===== src/rtl/sng_array.sv =====
//------------------------------------------------------------------------------
// Module      : sng_array
// Description : Multi-channel stochastic number generator. It turns CHANNELS
//               unsigned operands into unipolar bit streams of length
//               2^WIDTH, with optional per-channel phase offsets.
// Revision    : 1.0 - initial release
//------------------------------------------------------------------------------
`default_nettype none

module sng_array #(
    parameter int WIDTH    = 4,
    parameter int CHANNELS = 4,
    parameter int DECOR    = 1,
    parameter int STRIDE   = 5
) (
    input  logic                      i_clk_sng,
    input  logic                      i_rst_sng,
    input  logic [CHANNELS*WIDTH-1:0] i_x_bn,
    input  logic                      i_start_sng,
    input  logic                      i_stop_sng,
    output logic [CHANNELS-1:0]       o_sn_bits,
    output logic                      o_valid,
    output logic                      o_busy,
    output logic                      o_done
);

    localparam logic [1:0] c_IDLE = 2'd0;
    localparam logic [1:0] c_GEN  = 2'd1;
    localparam logic [1:0] c_DONE = 2'd2;

    logic [1:0]                r_state;
    logic [WIDTH-1:0]          r_k;
    logic [CHANNELS*WIDTH-1:0] r_x;
    logic [CHANNELS-1:0]       r_sn;
    logic                      r_valid;
    logic                      r_busy;
    logic                      r_done;
    logic [CHANNELS-1:0]       w_bits;

    for (genvar c = 0; c < CHANNELS; c++) begin : g_ch
        localparam logic [WIDTH-1:0] c_OFFSET =
            (DECOR != 0) ? WIDTH'((c * STRIDE) % (2 ** WIDTH)) : '0;

        logic [WIDTH-1:0] w_p;
        logic [WIDTH:0]   w_q;
        logic [WIDTH-1:0] w_x;
        logic             w_bit;

        assign w_x = r_x[c*WIDTH +: WIDTH];

        // Lowest set bit of p+1 picks the operand bit; p = L-1 leaves it 0.
        always_comb begin
            w_p   = r_k + c_OFFSET;
            w_q   = {1'b0, w_p} + (WIDTH+1)'(1);
            w_bit = 1'b0;
            for (int j = WIDTH - 1; j >= 0; j--) begin
                if (w_q[j]) w_bit = w_x[WIDTH-1-j];
            end
        end

        assign w_bits[c] = w_bit;
    end

    always_ff @(posedge i_clk_sng) begin
        if (i_rst_sng) begin
            r_state <= c_IDLE;
            r_k     <= '0;
            r_x     <= '0;
            r_sn    <= '0;
            r_valid <= 1'b0;
            r_busy  <= 1'b0;
            r_done  <= 1'b0;
        end else begin
            r_done <= 1'b0;
            case (r_state)
                c_IDLE: begin
                    r_sn    <= '0;
                    r_valid <= 1'b0;
                    r_busy  <= 1'b0;
                    if (i_start_sng) begin
                        r_x     <= i_x_bn;
                        r_k     <= '0;
                        r_state <= c_GEN;
                    end
                end
                c_GEN: begin
                    // Abort takes priority over the final stream cycle.
                    if (i_stop_sng) begin
                        r_sn    <= '0;
                        r_valid <= 1'b0;
                        r_busy  <= 1'b0;
                        r_k     <= '0;
                        r_state <= c_IDLE;
                    end else begin
                        r_sn    <= w_bits;
                        r_valid <= 1'b1;
                        r_busy  <= 1'b1;
                        r_k     <= r_k + WIDTH'(1);
                        if (r_k == '1) r_state <= c_DONE;
                    end
                end
                c_DONE: begin
                    r_sn    <= '0;
                    r_valid <= 1'b0;
                    r_busy  <= 1'b0;
                    r_done  <= 1'b1;
                    r_state <= c_IDLE;
                end
                default: begin
                    r_sn    <= '0;
                    r_valid <= 1'b0;
                    r_busy  <= 1'b0;
                    r_state <= c_IDLE;
                end
            endcase
        end
    end

    assign o_sn_bits = r_sn;
    assign o_valid   = r_valid;
    assign o_busy    = r_busy;
    assign o_done    = r_done;

endmodule

`default_nettype wire


===== config.mk =====
export PLATFORM = sky130hd
export DESIGN_NAME = sng_array
export DESIGN_NICKNAME = d
export VERILOG_FILES = /design/src/rtl/sng_array.sv
export SDC_FILE = /design/constraint.sdc
export NUM_CORES = 1
export LEC_CHECK = 0
export CAP_MARGIN = 20
export CORE_MARGIN = 2
export CORE_UTILIZATION = 35
export DETAILED_ROUTE_END_ITERATION = 8
export SLEW_MARGIN = 40
export SYNTH_ARGS = -nofsm -noshare
export SYNTH_HDL_FRONTEND = slang
export SYNTH_SLANG_ARGS = --single-unit

===== constraint.sdc =====
create_clock -name i_clk_sng -period 2 [get_ports i_clk_sng]
set_input_delay 0.2 -clock i_clk_sng [delete_from_list [all_inputs] [get_ports i_clk_sng]]
set_output_delay 0.2 -clock i_clk_sng [all_outputs]
set_load 0.05 [all_outputs]

==> results of run 1 <==
==> layout make-up <==
class / instances / area (µm²) / area share (%)
clock buffers: 3 / 22.5 / 1.45
inverters: 7 / 26.3 / 1.69
multi-input cells: 106 / 609 / 39.3
flip-flops and latches: 28 / 561 / 36.1
well taps: 46 / 57.6 / 3.71
repair buffers: 28 / 275 / 17.7
==> stage by stage <==
step           std cells  total power, µW  cell area [µm²]  util, %  setup WS, ns
2_1_floorplan        150              686             1240        -         0.557
3_3_place_gp         215              741             1530     45.5         0.462
3_5_place_dp         215              746             1530     45.5         0.444
4_1_cts              218              974             1550     46.1         0.318
5_1_grt              218             1010             1550     46.1         0.248
6_report             218              959             1550     46.1         0.334
==> worst register-to-register path: cells and delay by family, from the launching register on <==
family / cells / cell delay [ns]
DFF: 1 / 0.47
and+or+nand+nor: 1 / 0.10
xor gates and xnor gates: 1 / 0.16
adders and majority gates: 1 / 0.22
AOI/OAI and AO/OA: 2 / 0.40
buffers and inverters: 1 / 0.14
==> Yosys cell counts, drive strengths merged, types with 3 or more instances <==
cell type / instances / area, µm²
buf: 6 / 35.0
inv: 7 / 26.3
clkbuf: 3 / 12.5
nand2: 39 / 146
o21ai: 3 / 15.0
a22oi: 3 / 22.5
xor2: 5 / 43.8
dfxtp: 28 / 561
ha: 5 / 62.6
nor3: 4 / 30.0
nor2: 8 / 30.0
a21oi: 21 / 105
==> sequential cells by signal (all words and copies together) (netlist names) <==
| register | cells |
|---|---|
| o_busy | 1 |
| o_done | 1 |
| o_sn_bits | 4 |
| r_k | 4 |
| r_state | 2 |
| r_x | 16 |
==> worst max path at each step <==
stage | depth (start not counted) | to | startpoint | slack [ns]
finish | 1 | o_valid | o_busy | 0.33
CTS | 1 | o_valid | o_busy | 0.32
floorplan | 6 | o_sn_bits[0] | r_k[0] | 0.56
global placement | 6 | o_sn_bits[2] | r_k[1] | 0.46
detailed placement | 4 | r_x[13] | i_start_sng | 0.44
global route | 6 | o_sn_bits[2] | r_k[1] | 0.25
==> cell families (layout without fill, tap and decap cells) <==
group	after synthesis	after routing	synth area share, %
DFF	28	28	45.1
adders and majority gates	5	5	5.03
buffers and inverters	16	38	5.94
xor gates and xnor gates	5	5	3.52
and+or+nand+nor	59	59	21.8
AOI/OAI and AO/OA	37	37	18.6
==> metal layers <==
metal | GRT usage (%) | vias up | wire, µm
li1 | - | 541 | -
met1 | 16.9 | 479 | 1200
met4 | 4.89 | 0 | 24
met2 | 23.8 | 14 | 1240
met5 | 0 | - | 0
met3 | 2.68 | 2 | 78
==> cells in the final DEF (no fill, tap or decap), drive strengths merged, types with 2 or more instances in the layout <==
cell type      Yosys  layout
a22oi              3       3
o21ai              3       3
nor3               4       4
inv                7       7
dfxtp             28      28
clkdlybuf4s50      0      26
nand2             39      39
clkbuf             3       3
xor2               5       5
ha                 5       5
nor2               8       8
a21oi             21      21
buf                6       2
nand2b             2       2
nor3b              2       2
a221oi             2       2
nand3              2       2
==> report_power, final <==
part	switching, µW	leakage [µW]	internal [µW]	total [µW]
clock	156	0.0000138	70.5	226
sequential	13.4	0.000229	581	594
combinational	70.5	0.000326	67.9	138
total	239	0.000569	719	959
==> flow_metrics.env, run 1 <==
export IMPL_status="finished, final reports clean"
export IMPL_routed_wl_um=2530
export IMPL_finalMaxSlewViolations=0
export IMPL_num_io_pins=27
export IMPL_min_delay_path_depth=3
export IMPL_filler_cell_count=360
export IMPL_cap_violations=0
export IMPL_cp_end_kind="primary output"
export IMPL_synth_seq_cells=28
export IMPL_ir_worst_vdd_v=0.000265
export IMPL_dieArea_um2=4050
export IMPL_hpwl_um=1860
export IMPL_skew_ns=0.00192
export IMPL_p_leak_uw=0.000569
export IMPL_netlist_area_um2=1240
export IMPL_cts_sinks=28
export IMPL_grt_pass1_vias=1005
export IMPL_holdCritStartpoint="i_x_bn[6]"
export IMPL_grt_pass1_wl_um=4410
export IMPL_syn_inst=150
export IMPL_fmax_ghz=0.600
export IMPL_layout_min_cycle_time_ns=1.67
export IMPL_cts_repair_resized=0
export IMPL_hold_ws_ns=0.409
export IMPL_core_area_um2=3360
export IMPL_die_w_um=63.6
export IMPL_hp_class="primary input to flop"
export IMPL_ctsHoldBuffers=0
export IMPL_hold_end="r_x[6]"
export IMPL_syn_mean_instance_area_um2=8.29
export IMPL_wl_per_cell_um=11.6
export IMPL_worstPathCellList="clkdlybuf4s50_1"
export IMPL_layout_drive_gt1_share_pct=5.81
export IMPL_post_cts_buffers=0
export IMPL_clk_latency_ns=0.32
export IMPL_io_buffers=26
export IMPL_worst_path_buf_inv=1
export IMPL_finalCritPeriodShare_pct=83.3
export IMPL_async_flop_share_pct=0
export IMPL_n_antenna_cell=0
export IMPL_via_per_inst=4.75
export IMPL_hold_viol=0
export IMPL_drtAntennaViolNets=0
export IMPL_num_rows=21
export IMPL_crit_slowest_cell="clkdlybuf4s50_1"
export IMPL_timing_max_slew_rel_slack_pct=61.3
export IMPL_syn2layout_area_growth_pct=24.7
export IMPL_grt_setup_unrepaired="no"
export IMPL_start_util_pct=37.0
export IMPL_fin_tns_setup_ns=0
export IMPL_clockRootBuffer="clkbuf_4"
export IMPL_cp_required_ns=1.80
export IMPL_drtPass1Iterations=4
export IMPL_fin_nets=199
export IMPL_max_clock_path_buffers=2
export IMPL_cts_buffers=3
export IMPL_synth_seq_area_share_pct=45.1
export IMPL_cp_max_fo=2
export IMPL_die_h_um=63.6
export IMPL_reg2reg_slack_ns=0.45
export IMPL_r2r_start="r_k[1]"
export IMPL_rr_worst_depth=6
export IMPL_crit_type="flop to primary output"
export IMPL_yosysUniqueCellTypes=32
export IMPL_yosysWarnings=0
export IMPL_grt_ovfl_total=0
export IMPL_r2r_end="o_sn_bits[2]"
export IMPL_antenna_found_initial=0
export IMPL_critical_path_top_delay_family="buffers and inverters"
export IMPL_drtIter0Drc=10
export IMPL_num_vias=1036
export IMPL_cts_tree="yes"
export IMPL_critPathLaunchType="flop"
export IMPL_cts_max_level=1
export IMPL_arrival_ns=1.47
export IMPL_gp_congestion=0.800
export IMPL_synth_ff_type="dfxtp_1"
export IMPL_grt_usage_pct=13.8
export IMPL_cellPowerDensity_nw_per_um2=618
export IMPL_grt_max_degree=23
export IMPL_drc=0
export IMPL_worstMarginPinSlew_ns=0.578
export IMPL_setup_viol=0
export IMPL_synth_nets=175
export IMPL_critPathMaxStageDelay_ns=0.80
export IMPL_cts_reportedPaths_clkPinSlew_ns=0.14
export IMPL_synth_edf_count=0
Note: power is estimated with default switching activity, not from simulation.
==> inputs of run 2 (changes only) <==
clock period = 1.5 ns   (was 2 ns; I/O delays follow)
==> flow_metrics.env, run 2 (synthesis results as in run 1) <==
export IMPL_status="finished, final reports clean"
export IMPL_grt_usage_pct=13.3
export IMPL_finalCritPeriodShare_pct=94.5
export IMPL_p_sw_uw=328
export IMPL_core_area_um2=3360
export IMPL_cellPowerDensity_nw_per_um2=836
export IMPL_finalMaxSlewViolations=0
export IMPL_ir_worst_vdd_v=0.000328
export IMPL_cts_buffers=3
export IMPL_hold_viol=0
export IMPL_top_register="r_x"
export IMPL_ctsHoldBuffers=0
export IMPL_post_place_cells=221
export IMPL_clk_latency_ns=0.32
export IMPL_drtPass1Iterations=4
export IMPL_clockRootBuffer="clkbuf_4"
export IMPL_cts_sinks=28
export IMPL_critPathLaunchType="flop"
export IMPL_cap_violations=0
export IMPL_p_int_uw=1030
export IMPL_cts_tree="yes"
export IMPL_crit_type="flop to flop"
export IMPL_num_rows=21
export IMPL_fin_total_pwr_uw=1350
export IMPL_fin_nets=205
export IMPL_instances_no_fill=225
export IMPL_cts_reportedPaths_clkPinSlew_ns=0.14
export IMPL_hp_class="primary input to flop"
export IMPL_antenna_found_initial=0
export IMPL_p_comb_share_pct=14.7
export IMPL_skew_ns=0.00130
export IMPL_crit_slowest_cell="dfxtp_4"
export IMPL_layout_drive_gt1_share_pct=15.6
export IMPL_fin_tns_setup_ns=0
export IMPL_mostFrequentLayoutCells="nand2_1 (39), dfxtp_1 (26), a21oi_1 (20), clkdlybuf4s50_1 (19), buf_4 (14)"
export IMPL_worstMarginPinSlew_ns=0.372
export IMPL_num_vias=1068
export IMPL_grt_pass1_wl_um=4280
export IMPL_routed_wl_um=2640
export IMPL_swShare_pct=24.2
export IMPL_cp_end_kind="flop"
export IMPL_timing_max_slew_rel_slack_pct=75.1
export IMPL_final_common_cell="nand2_1"
export IMPL_fmax_ghz=0.706
export IMPL_num_io_pins=27
export IMPL_p_leak_uw=0.000626
export IMPL_seqPwrFrac_pct=58.6
export IMPL_drtAntennaViolNets=0
export IMPL_gp_congestion=0.842
export IMPL_drtIter0Drc=59
export IMPL_filler_cell_count=372
export IMPL_syn2layout_area_growth_pct=30.3
export IMPL_die_w_um=63.6
export IMPL_largest_reg_flops=16
export IMPL_hpwl_um=1950
export IMPL_cp_required_ns=1.75
export IMPL_worstPathCellList="inv_1 > ha_1 > a21oi_2 > xor2_1 > nand3_1 > a221oi_2"
export IMPL_wl_per_cell_um=11.8
export IMPL_setup_viol=0
export IMPL_cts_max_level=1
export IMPL_power_share_clock_pct=26.7
export IMPL_drc=0
export IMPL_grt_ovfl_total=0
export IMPL_cp_max_fo=7
export IMPL_critPathMaxStageDelay_ns=0.41
export IMPL_die_h_um=63.6
export IMPL_layout_min_cycle_time_ns=1.42
export IMPL_grt_pass1_vias=955
export IMPL_worst_path_buf_inv=1
export IMPL_via_per_inst=4.75
export IMPL_n_antenna_cell=0
export IMPL_io_buffers=26
export IMPL_start_util_pct=37.0
export IMPL_max_clock_path_buffers=2
export IMPL_arrival_ns=1.67
export IMPL_dieArea_um2=4050
export IMPL_post_cts_buffers=0
export IMPL_grt_max_degree=23
export IMPL_critical_path_top_delay_family="flip-flops"
[run 2: cell count changes in the layout (fill, tap and decap cells not counted), sizes merged]
cell | before | now
clkdlybuf4s50 | 26 | 19
clkbuf | 3 | 4
buf | 2 | 15
[run 2: metrics by stage]
step / setup slack (ns) / instance area, µm² / hold WS (ns) / util [%]
after floorplan: 0.0571 / 1240 / 0.226 / -
after global placement: 0.0681 / 1570 / 0.447 / 46.7
final: 0.0832 / 1620 / 0.350 / 48.2
after global routing: -0.0141 / 1620 / 0.335 / 48.2
after CTS: 0.0487 / 1610 / 0.344 / 47.8
after detailed placement: -0.00787 / 1570 / 0.450 / 46.7
[run 2: tightest hold or removal path, stage by stage]
cell and delay, ns:
clkdlybuf4s50_1 0.39, nand2_1 0.05, a21oi_1 0.05
[run 2: cell type report]
class                           instances  area, µm²  area share, %
Inverter                                7       26.3           1.62
Multi-Input combinational cell        106        619           38.2
Tap cell                               46       57.6           3.55
Timing Repair Buffer                   34        315           19.5
Clock buffer                            4       36.3           2.24
Sequential cell                        28        566           34.9
[run 2: routing by layer]
| layer | vias up | share of wire, % | global-route usage, % | wire length (µm) |
|---|---|---|---|---|
| met2 | 20 | 47 | 22.1 | 1250 |
| li1 | 556 | - | - | - |
| met1 | 490 | 47 | 16.7 | 1230 |
| met3 | 2 | 5.1 | 2.86 | 135 |
| met5 | - | 0 | 0 | 0 |
| met4 | 0 | 0.83 | 4.89 | 22 |
[run 2: final timing paths]
path | start | slack, ns | cells past startpoint | to
hold reg to reg | r_x[7] | 0.47 | 2 | r_x[7]
hold / removal | i_x_bn[15] | 0.35 | 3 | r_x[15]
setup reg to reg | r_k[1] | 0.08 | 6 | o_sn_bits[2]
setup / recovery | r_k[1] | 0.08 | 6 | o_sn_bits[2]
[run 2: what timing repair did]
item                       CTS  global route
resized for setup            1             4
pin swaps                    0             0
setup endpoints to repair    2             2
[run 2: power by group through the flow]
stage                     Clock [µW]  Sequential [µW]  Combinational [µW]
after global placement             0              810                 194
after floorplan                    0              808                 106
final                            361              793                 200
after detailed placement           0              811                 200
after global routing             409              799                 220
after CTS                        373              795                 200
==> inputs of run 3 (changes only) <==
SLEW_MARGIN = unset   (was 40)
==> results of run 3 <==
Same layout as run 2: the final DEF is identical, and so are final timing and power.
